==> src/rtl/lfsr_pkg.sv <==
// Shared constants, FSM state type and LFSR step function for the message decrypt engine.
package lfsr_pkg;

    localparam int unsigned AW       = 8;
    localparam int unsigned SRC_BASE = 64;
    localparam int unsigned DST_BASE = 0;
    localparam int unsigned MSG_LEN  = 64;
    localparam int unsigned PRE_MIN  = 10;
    localparam int unsigned N_PTRN   = 9;

    localparam logic [6:0] LFSR_PTRN [N_PTRN] = '{
        7'h60, 7'h48, 7'h78, 7'h72, 7'h6A, 7'h69, 7'h5C, 7'h7E, 7'h7B
    };

    typedef enum logic [2:0] {
        ST_IDLE,
        ST_LOAD,
        ST_SEARCH,
        ST_DECRYPT,
        ST_DONE
    } state_t;

    // Shift left, feedback is the parity of the tapped bits.
    function automatic logic [6:0] lfsr_next(input logic [6:0] s, input logic [6:0] taps);
        return {s[5:0], ^(s & taps)};
    endfunction

endpackage

==> src/rtl/lfsr_msg_decoder_if.sv <==
// Start/complete handshake plus shared data-memory port of the decrypt engine.
interface lfsr_msg_decoder_if;
    import lfsr_pkg::*;

    logic          req;
    logic          ack;
    logic [AW-1:0] rd_addr;
    logic [7:0]    rd_data;
    logic          wr_en;
    logic [AW-1:0] wr_addr;
    logic [7:0]    wr_data;
    logic          pat_err;
    logic [3:0]    pat_idx;

    modport master (
        input  req, rd_data,
        output ack, rd_addr, wr_en, wr_addr, wr_data, pat_err, pat_idx
    );

    modport slave (
        output req, rd_data,
        input  ack, rd_addr, wr_en, wr_addr, wr_data, pat_err, pat_idx
    );

endinterface

==> src/rtl/lfsr7.sv <==
// Loadable 7-bit Fibonacci-style LFSR; load has priority over step.
module lfsr7
    import lfsr_pkg::*;
(
    input  logic       clk,
    input  logic       init_n,
    input  logic       load,
    input  logic       step,
    input  logic [6:0] taps,
    input  logic [6:0] seed,
    output logic [6:0] q
);

    always_ff @(posedge clk or negedge init_n) begin
        if (!init_n)   q <= '0;
        else if (load) q <= seed;
        else if (step) q <= lfsr_next(q, taps);
    end

endmodule

==> src/rtl/lfsr_msg_decoder.sv <==
// Recovers LFSR taps/seed from the space preamble, decrypts the stream and strips leading spaces.
// Build option: define PARITY_FLAG_EN to flag parity-corrupt bytes as 8'h80.
module lfsr_msg_decoder
    import lfsr_pkg::*;
(
    input  logic               clk,
    input  logic               init_n,
    lfsr_msg_decoder_if.master bus
);

`ifdef PARITY_FLAG_EN
    localparam bit PARITY_EN = 1'b1;
`else
    localparam bit PARITY_EN = 1'b0;
`endif

    localparam int unsigned CW = $clog2(MSG_LEN + 2);

    state_t        state, state_d;
    logic          req_q;
    logic [CW-1:0] cnt, cnt_d;
    logic [3:0]    k, k_d;
    logic [AW-1:0] rd_addr, rd_addr_d;
    logic [AW-1:0] wr_addr, wr_addr_d;
    logic [AW-1:0] wr_ptr, wr_ptr_d;
    logic          wr_en, wr_en_d;
    logic [7:0]    wr_data, wr_data_d;
    logic          ack, ack_d;
    logic          pat_err, pat_err_d;
    logic [3:0]    pat_idx, pat_idx_d;
    logic [6:0]    taps_q, taps_d;
    logic          skip_q, skip_d;
    logic [6:0]    pbuf [PRE_MIN];
    logic [6:0]    lfsr_q;
    logic          cap_c, lfsr_load_c, lfsr_step_c, match_c, bad_c;
    logic [6:0]    cand_c, pt_c;

    assign cand_c = LFSR_PTRN[k];
    assign pt_c   = bus.rd_data[6:0] ^ lfsr_q;
    assign bad_c  = PARITY_EN & (^bus.rd_data);

    // Candidate taps must reproduce every preamble transition.
    always_comb begin
        match_c = 1'b1;
        for (int i = 0; i < int'(PRE_MIN) - 1; i++) begin
            if (pbuf[i+1] != lfsr_next(pbuf[i], cand_c)) match_c = 1'b0;
        end
    end

    always_comb begin
        state_d     = state;
        cnt_d       = cnt;
        k_d         = k;
        rd_addr_d   = rd_addr;
        wr_addr_d   = wr_addr;
        wr_ptr_d    = wr_ptr;
        wr_en_d     = 1'b0;
        wr_data_d   = wr_data;
        pat_err_d   = pat_err;
        pat_idx_d   = pat_idx;
        taps_d      = taps_q;
        skip_d      = skip_q;
        cap_c       = 1'b0;
        lfsr_load_c = 1'b0;
        lfsr_step_c = 1'b0;

        unique case (state)
            ST_IDLE: begin
                if (req_q && !bus.req) begin
                    state_d   = ST_LOAD;
                    cnt_d     = '0;
                    rd_addr_d = AW'(SRC_BASE);
                    wr_ptr_d  = AW'(DST_BASE);
                    pat_err_d = 1'b0;
                    pat_idx_d = '0;
                end
            end
            // Read data lags the address by one cycle, so capture starts at cnt=1.
            ST_LOAD: begin
                rd_addr_d = rd_addr + AW'(1);
                cnt_d     = cnt + CW'(1);
                cap_c     = (cnt != '0);
                if (cnt == CW'(PRE_MIN)) begin
                    state_d = ST_SEARCH;
                    k_d     = '0;
                end
            end
            ST_SEARCH: begin
                if (match_c) begin
                    state_d     = ST_DECRYPT;
                    taps_d      = cand_c;
                    pat_idx_d   = k;
                    lfsr_load_c = 1'b1;
                    cnt_d       = '0;
                    rd_addr_d   = AW'(SRC_BASE);
                    skip_d      = 1'b1;
                end else if (k == 4'(N_PTRN - 1)) begin
                    pat_err_d = 1'b1;
                    state_d   = ST_DONE;
                end else begin
                    k_d = k + 4'd1;
                end
            end
            // Cycle cnt handles byte cnt-1; one spare cycle lets the last write retire before ack.
            ST_DECRYPT: begin
                cnt_d = cnt + CW'(1);
                if (cnt < CW'(MSG_LEN - 1)) rd_addr_d = rd_addr + AW'(1);
                if (cnt != '0 && cnt <= CW'(MSG_LEN)) begin
                    lfsr_step_c = 1'b1;
                    if (!(skip_q && !bad_c && pt_c == 7'd0)) begin
                        wr_en_d   = 1'b1;
                        wr_addr_d = wr_ptr;
                        wr_ptr_d  = wr_ptr + AW'(1);
                        wr_data_d = bad_c ? 8'h80 : {1'b0, pt_c};
                        skip_d    = 1'b0;
                    end
                end
                if (cnt == CW'(MSG_LEN + 1)) state_d = ST_DONE;
            end
            ST_DONE: begin
                if (bus.req) state_d = ST_IDLE;
            end
            default: state_d = ST_IDLE;
        endcase

        ack_d = (state_d == ST_DONE);
    end

    always_ff @(posedge clk or negedge init_n) begin
        if (!init_n) begin
            state   <= ST_IDLE;
            req_q   <= 1'b0;
            cnt     <= '0;
            k       <= '0;
            rd_addr <= AW'(SRC_BASE);
            wr_addr <= AW'(DST_BASE);
            wr_ptr  <= AW'(DST_BASE);
            wr_en   <= 1'b0;
            wr_data <= '0;
            ack     <= 1'b0;
            pat_err <= 1'b0;
            pat_idx <= '0;
            taps_q  <= '0;
            skip_q  <= 1'b0;
        end else begin
            state   <= state_d;
            req_q   <= bus.req;
            cnt     <= cnt_d;
            k       <= k_d;
            rd_addr <= rd_addr_d;
            wr_addr <= wr_addr_d;
            wr_ptr  <= wr_ptr_d;
            wr_en   <= wr_en_d;
            wr_data <= wr_data_d;
            ack     <= ack_d;
            pat_err <= pat_err_d;
            pat_idx <= pat_idx_d;
            taps_q  <= taps_d;
            skip_q  <= skip_d;
        end
    end

    // Preamble shift buffer: first byte read ends up in pbuf[0].
    always_ff @(posedge clk or negedge init_n) begin
        if (!init_n) begin
            for (int i = 0; i < int'(PRE_MIN); i++) pbuf[i] <= '0;
        end else if (cap_c) begin
            for (int i = 0; i < int'(PRE_MIN) - 1; i++) pbuf[i] <= pbuf[i+1];
            pbuf[PRE_MIN-1] <= bus.rd_data[6:0];
        end
    end

    lfsr7 u_lfsr (
        .clk    (clk),
        .init_n (init_n),
        .load   (lfsr_load_c),
        .step   (lfsr_step_c),
        .taps   (taps_q),
        .seed   (pbuf[0]),
        .q      (lfsr_q)
    );

    assign bus.ack     = ack;
    assign bus.rd_addr = rd_addr;
    assign bus.wr_en   = wr_en;
    assign bus.wr_addr = wr_addr;
    assign bus.wr_data = wr_data;
    assign bus.pat_err = pat_err;
    assign bus.pat_idx = pat_idx;

endmodule

==> src/flat_wrapper.sv <==
// flat-port wrapper written by rule: the top's interface ports become plain ports
module lfsr_msg_decoder_flat import lfsr_pkg::*;
  (clk, init_n, bus_req, bus_rd_data, bus_ack, bus_rd_addr, bus_wr_en, bus_wr_addr, bus_wr_data, bus_pat_err, bus_pat_idx);
  lfsr_msg_decoder_if bus_i ();
  input  logic clk;
  input  logic init_n;
  input wire logic [$bits(bus_i.req)-1:0] bus_req;
  input wire logic [$bits(bus_i.rd_data)-1:0] bus_rd_data;
  output wire logic [$bits(bus_i.ack)-1:0] bus_ack;
  output wire logic [$bits(bus_i.rd_addr)-1:0] bus_rd_addr;
  output wire logic [$bits(bus_i.wr_en)-1:0] bus_wr_en;
  output wire logic [$bits(bus_i.wr_addr)-1:0] bus_wr_addr;
  output wire logic [$bits(bus_i.wr_data)-1:0] bus_wr_data;
  output wire logic [$bits(bus_i.pat_err)-1:0] bus_pat_err;
  output wire logic [$bits(bus_i.pat_idx)-1:0] bus_pat_idx;
  assign bus_i.req = bus_req;
  assign bus_i.rd_data = bus_rd_data;
  assign bus_ack = bus_i.ack;
  assign bus_rd_addr = bus_i.rd_addr;
  assign bus_wr_en = bus_i.wr_en;
  assign bus_wr_addr = bus_i.wr_addr;
  assign bus_wr_data = bus_i.wr_data;
  assign bus_pat_err = bus_i.pat_err;
  assign bus_pat_idx = bus_i.pat_idx;
  lfsr_msg_decoder u_core (.clk(clk), .init_n(init_n), .bus(bus_i));
endmodule
==> config.mk <==
export PLATFORM = sky130hd
export DESIGN_NAME = lfsr_msg_decoder_flat
export DESIGN_NICKNAME = d
export VERILOG_FILES = /design/src/rtl/lfsr_pkg.sv /design/src/rtl/lfsr_msg_decoder_if.sv /design/src/rtl/lfsr7.sv /design/src/rtl/lfsr_msg_decoder.sv /design/src/flat_wrapper.sv
export SDC_FILE = /design/constraint.sdc
export NUM_CORES = 1
export LEC_CHECK = 0
export ABC_AREA = 1
export CAP_MARGIN = 30
export CORE_UTILIZATION = 61
export DETAILED_ROUTE_END_ITERATION = 10
export PLACE_DENSITY = 0.89
export SLEW_MARGIN = 15
export SYNTH_ARGS = -nofsm -noshare
export SYNTH_HDL_FRONTEND = slang
export SYNTH_SLANG_ARGS = --single-unit
==> constraint.sdc <==
create_clock -name clk -period 2.9 [get_ports clk]
set_input_delay 0.58 -clock clk [delete_from_list [all_inputs] [get_ports clk]]
set_output_delay 0.58 -clock clk [all_outputs]
set_load 0.05 [all_outputs]
== Word-level counts from Yosys, hierarchy flattened ==
Memories as Yosys holds them, arrays and structs flattened.
Index checks and enable logic that the tools add are counted.
Widths: inputs -> output; s select.
Cells by class
  $add $sub $neg: 4
  multiply operators: 0
  div/mod/pow operators: 0
  $lt $le $gt $ge: 3
  eq/ne operators: 26
  shift operators: 0
  multiplexer cells: 54
  bitwise operators: 13
  reduce and logical (&&, ||, !) cells: 34
Operators with widths (number)
  $and 7x7->7: 10
  $reduce_xor 7->1: 10
  $ne 7x7->1: 9
  $mux 8: 6
  $mux 7: 6
  $pmux 8 s4: 1
  $mux 1: 23
  $pmux 7 s3: 1
  $mux 4: 5
  $reduce_and 4->1: 5
  $mux 3: 6
  $add 8x1->8 const B: 2
  $pmux 4 s2: 2
  $pmux 8 s2: 1
  $pmux 3 s5: 1
  $ne 2x1->1 const B: 6
  $reduce_bool 2->1: 5
  $reduce_and 3->1: 3
  $add 7x1->7 const B: 1
  $eq 7x4->1 const B: 1
  $eq 7x7->1 const B: 1
  $le 7x7->1 const B: 1
  $logic_not 7->1: 1
  $lt 7x6->1 const B: 1
  other kinds (19): 26
Storage, ports and cells
  flip-flop bits (word level): 138
  latch bits: 0
  RAM bits: 0
  memory bits (read-only): 112
  bits of input ports: 11
  output and inout port bits: 31
  logic and storage cells: 160
  memories kept: 1
Memories
  (name not given): depth 16, width 7, read ports 1, clocked after memory_dff 0, wr ports 0, line lfsr_msg_decoder.sv:38  | assign cand_c = LFSR_PTRN[k];

== Longest topological paths before layout ==
Gate-level depths: netlist of run 1.
  depth after elaboration: 19
  gate-level depth with buffers: 24
  mapped depth without buffers: 22

== Hierarchy ==
Synthesis of run 1 repeated with hierarchy kept, for this count alone.
Second synthesis, totals
  cells, all modules: 1179
  area total of the unflattened synthesis: 8196.6 µm²
By module, submodules not included
  lfsr_msg_decoder: times used 1, cells an instance 1105, area an instance 7724.9 µm², sequential area each 3279.4 µm²
  lfsr7: times used 1, cells an instance 74, area an instance 471.7 µm², sequential area each 175.2 µm²

== Worst setup path after synthesis of run 1 ==
No wires, ideal clock.
  path kind: register to register
  start: register u_core.k[0]
  end: register u_core.cnt[0]
  library setup time: 117 ps
  arrival: 2440 ps
  data required time: 2783 ps
  slack: 343 ps
  cell stages (with the launch flop): 22
  path buffers: 2
  period minus slack after synthesis: 2557 ps
  cell sequence: dfrtp_1 -> inv_1 -> ha_1 -> nor2_1 -> nand2_2 -> buf_6 -> nand2_1 -> xor2_1 -> inv_1 -> nand2_1 -> nand2_1 -> nand2_1 -> nand3_1 -> nor2_1 -> nand2_2 -> nor2_8 -> nand2_2 -> nand2_2 -> buf_6 -> nand2_2 -> nand2_1 -> nand2_1
Between the ends
  word-level cells in the longest chain between the ends: 18
  elaborated cells between the ends (all ways): 42
  classes of those cells: eq/ne (10); mux (11); bitwise (10); reduce/logical (10); memory (1)
RTL lines
  start, declared: line lfsr_msg_decoder.sv:22  | logic [3:0] k, k_d;
  start signal, assigned: line lfsr_msg_decoder.sv:149  | k <= k_d;
  $not 4->5 (not written as such) *: line lfsr_msg_decoder.sv:38
  $mem_v2 16x7 *
  $mux 7 (not written as such) * (2 in series): line lfsr_msg_decoder.sv:38
  $and 7x7->7: line lfsr_pkg.sv:25  | return {s[5:0], ^(s & taps)};
  $reduce_xor 7->1: line lfsr_pkg.sv:25
  $ne 7x7->1: line lfsr_msg_decoder.sv:46  | if (pbuf[i+1] != lfsr_next(pbuf[i], cand_c)) match_c = 1'b0;
  $mux 1 (8 in series): line lfsr_msg_decoder.sv:46
  $mux 1 *: line lfsr_msg_decoder.sv:46
  $ne 2x1->1 (no line) *
  $reduce_and 3->1 (no line) *
  end signal, assigned: line lfsr_msg_decoder.sv:148  | cnt <= cnt_d;
  end, declared: line lfsr_msg_decoder.sv:21  | logic [CW-1:0] cnt, cnt_d;
Every way passes the cells marked *; elsewhere a longest branch is shown, timed or not. The select of a mux whose other input is x is not followed.
A chain may end at the register's enable or synchronous reset.

== Worst setup path in the final report of run 1 ==
  start: register u_core.k[1]
  end: register u_core.u_lfsr.q[6]
Between the ends
  word-level cells in the longest chain between the ends: 19
  elaborated cells between the ends (all ways): 44
  classes of those cells: eq/ne (9); mux (14); bitwise (10); reduce/logical (10); memory (1)
RTL lines
  $not 4->5 (not written as such) *: line lfsr_msg_decoder.sv:38
  $mem_v2 16x7 *
  $mux 7 (not written as such) * (2 in series): line lfsr_msg_decoder.sv:38
  $and 7x7->7: line lfsr_pkg.sv:25
  $reduce_xor 7->1: line lfsr_pkg.sv:25
  $ne 7x7->1: line lfsr_msg_decoder.sv:46
  $mux 1 (8 in series): line lfsr_msg_decoder.sv:46
  $mux 1 *: line lfsr_msg_decoder.sv:46
  $mux 1 *: line lfsr_msg_decoder.sv:89  | if (match_c) begin
  $mux 1 *: line lfsr_msg_decoder.sv:67  | unique case (state)
  $mux 7 or $reduce_bool 2->1 (tied branches)
  end signal, assigned: line lfsr7.sv:17  | else if (step) q <= lfsr_next(q, taps);
  end, declared: line lfsr7.sv:11  | output logic [6:0] q
Marks and branches as above.

==> out/metrics.yaml, run 1 <==
syn2layout_area_growth_pct: 20.3
antenna_found_initial: 0
start_util_pct: 63.7
fin_crit_ns: 2.92
cts_root_buf: "clkbuf_16"
synth_seq_cells: 138
rows: 41
wl_per_cell_um: 17.0
dieArea_um2: 13900
end_kind: "flip-flop"
nNetsFinal: 1250
cts-buffers-inserted: 17
pwr-share-seq_pct: 33.3
gp_congestion: 0.938
detail_route.vias_per_cell: 5.93
synth_compound_area_share_pct: 7.74
syn_area_um2: 8170
intPower_mw: 5.41
drtPass1Iterations: 7
synth.mux.area_fraction_pct: 0.138
p_leak_nw: 4.91
hp-class: "input pin to async pin"
synth_ff_type: "dfrtp_1"
arrival_ns: 3.23
criticalPathCategory: "flip-flop to flip-flop"
cts_hold_buf: 0
synth_top_family_by_area: "simple AND/OR/NAND/NOR gates"
maxCapViolCount: 0
synth_area_per_cell_um2: 7.01
cts.sinks: 138
htreeDepth: 4
switching_share_pct: 48.0
postSynthCellCount: 1165
tritoncts: "built"
dpl.hpwl_um: 14600
overflow: 0
coreArea_um2: 12800
skew_ns: 0.00698
p_per_area_nw_per_um2: 1060
synth-simple-area-share_pct: 34.4
grt_usage_pct: 31.7
async_reset_ff_share_pct: 100
clkPwrFrac_pct: 19.9
drive_gt1_share_pct: 11.3
ys_types: 34
clock_path_buffers: 2
die_x_um: 118
clk_latency_ns: 0.43
synth_edf_count: 0
vdd_ir_drop_max_mv: 0.636
dp.cells: 1366
drcViolationCount: 0
critPathTopFamily: "simple AND/OR/NAND/NOR gates"
cp_num_buf_inv: 6
portBuffers: 39
n_antenna_cell: 0
startpoint_type: "flip-flop"
worst_pin_slew_ns: 1.02
grt_pass1_vias: 7202
slew_headroom_pct: 31.6
synth_nets: 1186
worst_ep_required_time_ns: 3.21
slew_violations: 0
final.fill_count: 807
switchingPower_mw: 4.98
seq_area_frac_synth_pct: 42.3
max_freq_mhz: 342
critical_path.max_stage_delay_ns: 0.36
yosys-top-cells-area: "dfrtp_1, nand2_1, nand3_1"
path_clk_slew_ns: 0.06
synthXorXnorAreaFrac_pct: 4.61
setup_slack_ns: -0.0220
status: "finished, violations left"
finalWirelength_um: 24100
violations: "setup timing"
cp_slowest_cell: "dfrtp_1"
synthAdderAreaFrac_pct: 1.53
setup_violations: 1
grt_max_degree: 75
p_comb_share_pct: 46.8
crit_chain: "buf_4 -> ha_1 -> inv_1 -> nand2_2 -> nand3_4 -> buf_4 -> nand2_1 -> nand3_1 -> nand2_1 -> inv_1 -> nand3_2 -> nand2_1 -> nand2_1 -> nand2_1 -> inv_1 -> nand2_2 -> nor2_8 -> nand3_4 -> clkbuf_16 -> nand3_1 -> nand3_1"
hold_violations: 0
synth_top_area_share_pct: 42.0
ios: 42
final.period_utilization_pct: 101
yosys_warnings: 0
post-route-util_pct: 76.6
cp_max_fo: 6
drt_iter0_drc: 1319
fin_cells: 1414
via_count: 8387
cp_common_cell: "nand2_1"
antenna_left: 0
grt_pass1_wl_um: 34500
die_h_um: 118
yosysTopAreaCell: "dfrtp_1"
[worst paths after layout]
path | startpoint | endpoint | slack (ns) | cells after the start
worst max-delay path | u_core.k[1] | u_core.u_lfsr.q[6] | -0.02 | 21
worst min-delay path | init_n | u_core.bus.wr_addr[2] | 0.16 | 1
worst max register to register | u_core.k[1] | u_core.u_lfsr.q[6] | -0.02 | 21
worst min register to register | u_core.taps_q[6] | u_core.taps_q[6] | 0.47 | 1
max in group asynchronous | init_n | u_core.bus.rd_addr[6] | 1.94 | 2
min in group clk | u_core.taps_q[6] | u_core.taps_q[6] | 0.47 | 1
[cell type report]
class	instances	area, µm²	share of cell area (%)
Clock buffer	21	460	4.69
Inverter	145	552	5.62
Timing Repair Buffer	81	845	8.60
Tap cell	172	215	2.19
Clock inverter	11	97.6	0.993
Multi-Input combinational cell	846	4200	42.8
Sequential cell	138	3450	35.2
[registers in the layout (all words and copies together) (netlist names)]
| signal | flops |
|---|---|
| u_core.bus.ack | 1 |
| u_core.bus.pat_err | 1 |
| u_core.bus.pat_idx | 4 |
| u_core.bus.rd_addr | 8 |
| u_core.bus.wr_addr | 8 |
| u_core.bus.wr_data | 7 |
| u_core.bus.wr_en | 1 |
| u_core.cnt | 7 |
| u_core.k | 4 |
| u_core.pbuf | 70 |
| u_core.req_q | 1 |
| u_core.skip_q | 1 |
| u_core.state | 3 |
| u_core.taps_q | 7 |
| u_core.u_lfsr.q | 7 |
| u_core.wr_ptr | 8 |
[through the flow]
stage	power [mW]	setup TNS, ns	instance area, µm²	hold slack [ns]	worst slack (ns)
final	10.4	-0.0220	9820	0.159	-0.0220
after global routing	11.0	-5.84	9820	0.215	-0.221
after CTS	9.93	0	9410	0.187	0.00944
after detailed placement	7.79	-0.0696	8820	0.452	-0.0186
after global placement	7.63	0	8820	0.453	0.0538
after floorplan	6.40	0	8170	0.284	0.343
[kinds of logic (layout without fill, tap and decap cells)]
group	after synthesis	count (layout)
AOI/OAI and AO/OA	124	124
buffers and inverters	182	258
xor gates and xnor gates	43	43
and+or+nand+nor	666	667
DFF	138	138
other	1	1
muxes	1	1
adders and majority gates	10	10
[cells in the mapped netlist (3+ instances only)]
library cell	number
nand3_1	114
inv_2	7
ha_1	10
buf_4	6
buf_6	6
nor3_1	8
buf_2	3
nand2_2	9
dfrtp_1	137
nand2_1	420
o21ai_0	97
xnor2_1	27
a21oi_1	22
nand4_1	29
nand3_2	3
nor2_1	73
xor2_1	16
clkbuf_1	22
inv_1	136
[routing by layer]
layer  track usage [%]  wire length, µm
met2              50.0            10700
met4              13.1             1380
met1              42.0             9040
met5                 0                0
met3              7.17             2940
[power by group through the flow]
stage | Clock [mW] | Combinational, mW | Sequential (mW)
4_1_cts | 2.07 | 4.48 | 3.39
2_1_floorplan | 0 | 2.83 | 3.57
3_5_place_dp | 0 | 4.39 | 3.40
3_3_place_gp | 0 | 4.25 | 3.38
6_report | 2.07 | 4.86 | 3.46
5_1_grt | 2.16 | 5.32 | 3.52
[cell usage in the layout, fill, tap and decap left out, types with 6 or more instances in the layout]
cell,instances
nand2_4,10
xor2_1,15
clkdlybuf4s50_1,38
nand3_1,103
nor3_1,8
nand2_1,402
ha_1,8
nor2_1,68
nand4_1,29
inv_1,134
xnor2_1,26
nand2_2,17
inv_2,6
clkbuf_16,21
a21oi_1,22
o21ai_0,94
dfrtp_1,137
nand3_2,11
buf_4,30
[repair_timing]
item / in CTS / in global routing
setup endpoints to repair: 41 / 43
resized for setup: 4 / 59
gates cloned: 0 / 7
pin swaps: 1 / 20
setup buffers: 2 / 7
No activity file was read; power rests on OpenSTA's default activity.
==> run 2: changes to the inputs <==
--- a/config.mk
+++ b/config.mk
@@ -13,4 +13,5 @@
 export SLEW_MARGIN = 15
 export SYNTH_ARGS = -nofsm -noshare
 export SYNTH_HDL_FRONTEND = slang
+export SYNTH_HIERARCHICAL = 1
 export SYNTH_SLANG_ARGS = --single-unit
==> out/metrics.yaml, run 2 <==
status: "finished, violations left"
violations: "setup timing"
setup_slack_ns: -0.0507
async_reset_ff_share_pct: 100
cts_hold_buf: 0
dp_slack_ns: -0.0193
die_h_um: 118
gp_congestion: 0.931
antenna_left: 0
drt_iter0_drc: 1248
synth.most_common_cell: "nand2_1"
cp_max_fo: 7
worst_pin_slew_ns: 0.816
clk_latency_ns: 0.43
grt_use_met1_pct: 44.3
setup_violations: 8
arrival_ns: 3.25
hp-class: "input pin to async pin"
grt_pass1_vias: 7558
tritoncts: "built"
grt_util_met3_pct: 5.43
max_flop_register: "u_core/pbuf"
startpoint_type: "flip-flop"
reg2reg_to: "u_core/u_lfsr/q[1]"
final_cell_mix: "nand2_1, inv_1, dfrtp_1, o21ai_0, nand3_1"
synth_ff_type: "dfrtp_1"
critPathLaunch: "u_core/k[1]"
end_kind: "flip-flop"
yosysTopAreaCell: "dfrtp_1"
p_comb_share_pct: 46.3
p_leak_nw: 5.02
rows: 41
ios: 42
pwr-share-seq_pct: 32.8
grt_use_met2_pct: 53.8
syn2layout_area_growth_pct: 18.2
n_antenna_cell: 0
seq_area_um2: 3460
start_util_pct: 63.7
antenna_found_initial: 0
grt_pass1_wl_um: 36800
switchingPower_mw: 4.88
synth_edf_count: 0
yosys_warnings: 6
portBuffers: 39
cts-buffers-inserted: 17
seq_area_frac_synth_pct: 42.1
setup-tns-final_ns: -0.208
hold_violations: 0
r2r_start: "u_core/k[1]"
clkPwrFrac_pct: 20.9
cts_root_buf: "clkbuf_16"
path_clk_slew_ns: 0.06
switching_share_pct: 47.4
final.period_utilization_pct: 102
synth_common_cells: "nand2_1, inv_1, dfrtp_1"
slew_headroom_pct: 45.2
final.fill_count: 849
syn_area_um2: 8200
htreeDepth: 4
p_per_area_nw_per_um2: 1060
synth_seq_cells: 138
hold_ws_ns: 0.148
drive_gt1_share_pct: 9.34
worstRegToRegCells: 19
maxCapViolCount: 0
grt_max_degree: 79
dpl.hpwl_um: 15200
final_common_cell: "nand2_1"
slew_violations: 0
finalWirelength_um: 23700
fin_crit_ns: 2.95
postSynthCellCount: 1179
via_count: 8387
drcViolationCount: 0
detail_route.vias_per_cell: 5.89
drtPass1Iterations: 10
cts.sinks: 138
worst_ep_required_time_ns: 3.20
synth_area_per_cell_um2: 6.95
synth_nets: 1200
dieArea_um2: 13900
criticalPathCategory: "flip-flop to flip-flop"
yosys-top-cells-area: "dfrtp_1, nand2_1, inv_1"
largest_reg_flops: 70
nNetsFinal: 1261
synth_top_area_share_pct: 41.8
post-route-util_pct: 75.3
grt_most_used_layer: "met2"
coreArea_um2: 12900
max_freq_mhz: 339
wl_per_cell_um: 16.6
clock_path_buffers: 2
grt_usage_pct: 33.5
multi_input_area_um2: 4100
intPower_mw: 5.42
ys_types: 36
die_x_um: 118
skew_ns: 0.00891
overflow: 0
regToRegSetupSlack_ns: -0.05
vdd_ir_drop_max_mv: 0.560
run 2: cell count changes after synthesis, moves of 5 or more:
cell,previous run,this run
a22oi_1,0,5
inv_1,136,146
nand2_1,420,459
nand3_1,114,83
nor2_1,73,67
nor3_1,8,14
o21ai_0,97,84
o21ai_1,0,10
xnor2_1,27,14
xor2_1,16,24
run 2: final cells by class:
cell class	count	share of cell area, %
Sequential cell	138	35.7
Timing Repair Buffer	77	7.79
Tap cell	172	2.22
Multi-Input combinational cell	854	42.3
Inverter	152	5.91
Clock inverter	14	1.52
Clock buffer	18	4.53
run 2: critical path, stage by stage, from the launching register on:
cell and delay, ns:
dfrtp_1 0.41, inv_2 0.14, ha_1 0.20, inv_1 0.06, nand2_1 0.19, nand3_2 0.28
nand2_1 0.14, nand2_1 0.11, nand2_1 0.12, xor2_1 0.08, nand2_1 0.08, nand2_1 0.05
nor2_1 0.10, nand2_1 0.11, nor2_4 0.16, nand3_2 0.15, inv_2 0.10, nor2_2 0.08
a22oi_1 0.20, nand2_1 0.08
run 2: logic make-up (layout without fill, tap and decap cells):
group	count (synthesis)	count (layout)	share of synthesized area [%]
AOI/OAI and AO/OA	125	125	7.97
xor gates and xnor gates	39	39	4.26
adders and majority gates	10	10	1.53
buffers and inverters	189	261	9.28
DFF	138	138	42.1
muxes	4	4	0.549
other	1	1	0.0458
and+or+nand+nor	673	675	34.2
run 2: how the worst max path moves through the flow:
| stage | end | slack (ns) | depth (start not counted) |
|---|---|---|---|
| finish | u_core/u_lfsr/q[1] | -0.05 | 19 |
| global placement | u_core/bus.rd_addr[1] | 0.09 | 19 |
| global route | u_core/u_lfsr/q[5] | -0.15 | 19 |
| CTS | u_core/bus.rd_addr[4] | 0.01 | 20 |
| floorplan | u_core/u_lfsr/q[0] | 0.21 | 23 |
| detailed placement | u_core/bus.rd_addr[4] | -0.02 | 18 |
run 2: power by group through the flow:
stage,Combinational (mW),Clock [mW],Sequential (mW)
after floorplan,2.93,0,3.44
after global placement,4.25,0,3.32
after detailed placement,4.41,0,3.34
after CTS,4.50,2.16,3.33
after global routing,5.25,2.26,3.45
final,4.77,2.15,3.38
run 2: layer usage:
| layer | routed length, µm | up-vias |
|---|---|---|
| li1 | - | 3826 |
| met1 | 9150 | 3835 |
| met2 | 10900 | 610 |
| met3 | 2500 | 116 |
| met4 | 1160 | 0 |
| met5 | 0 | - |
run 2: repair_timing:
| item | 4_1_cts | 5_1_grt |
|---|---|---|
| pin swaps | 0 | 9 |
| resized for setup | 4 | 27 |
| endpoints found under the setup margin | 10 | 42 |
| cloned | 0 | 2 |
| setup buffers | 4 | 9 |
run 2: stage by stage:
step           power [mW]  cell area [µm²]  cells
4_1_cts              10.0             9500   1414
6_report             10.3             9690   1425
3_5_place_dp         7.75             8850   1378
5_1_grt              11.0             9690   1425
3_3_place_gp         7.56             8850   1378
2_1_floorplan        6.38             8200   1179
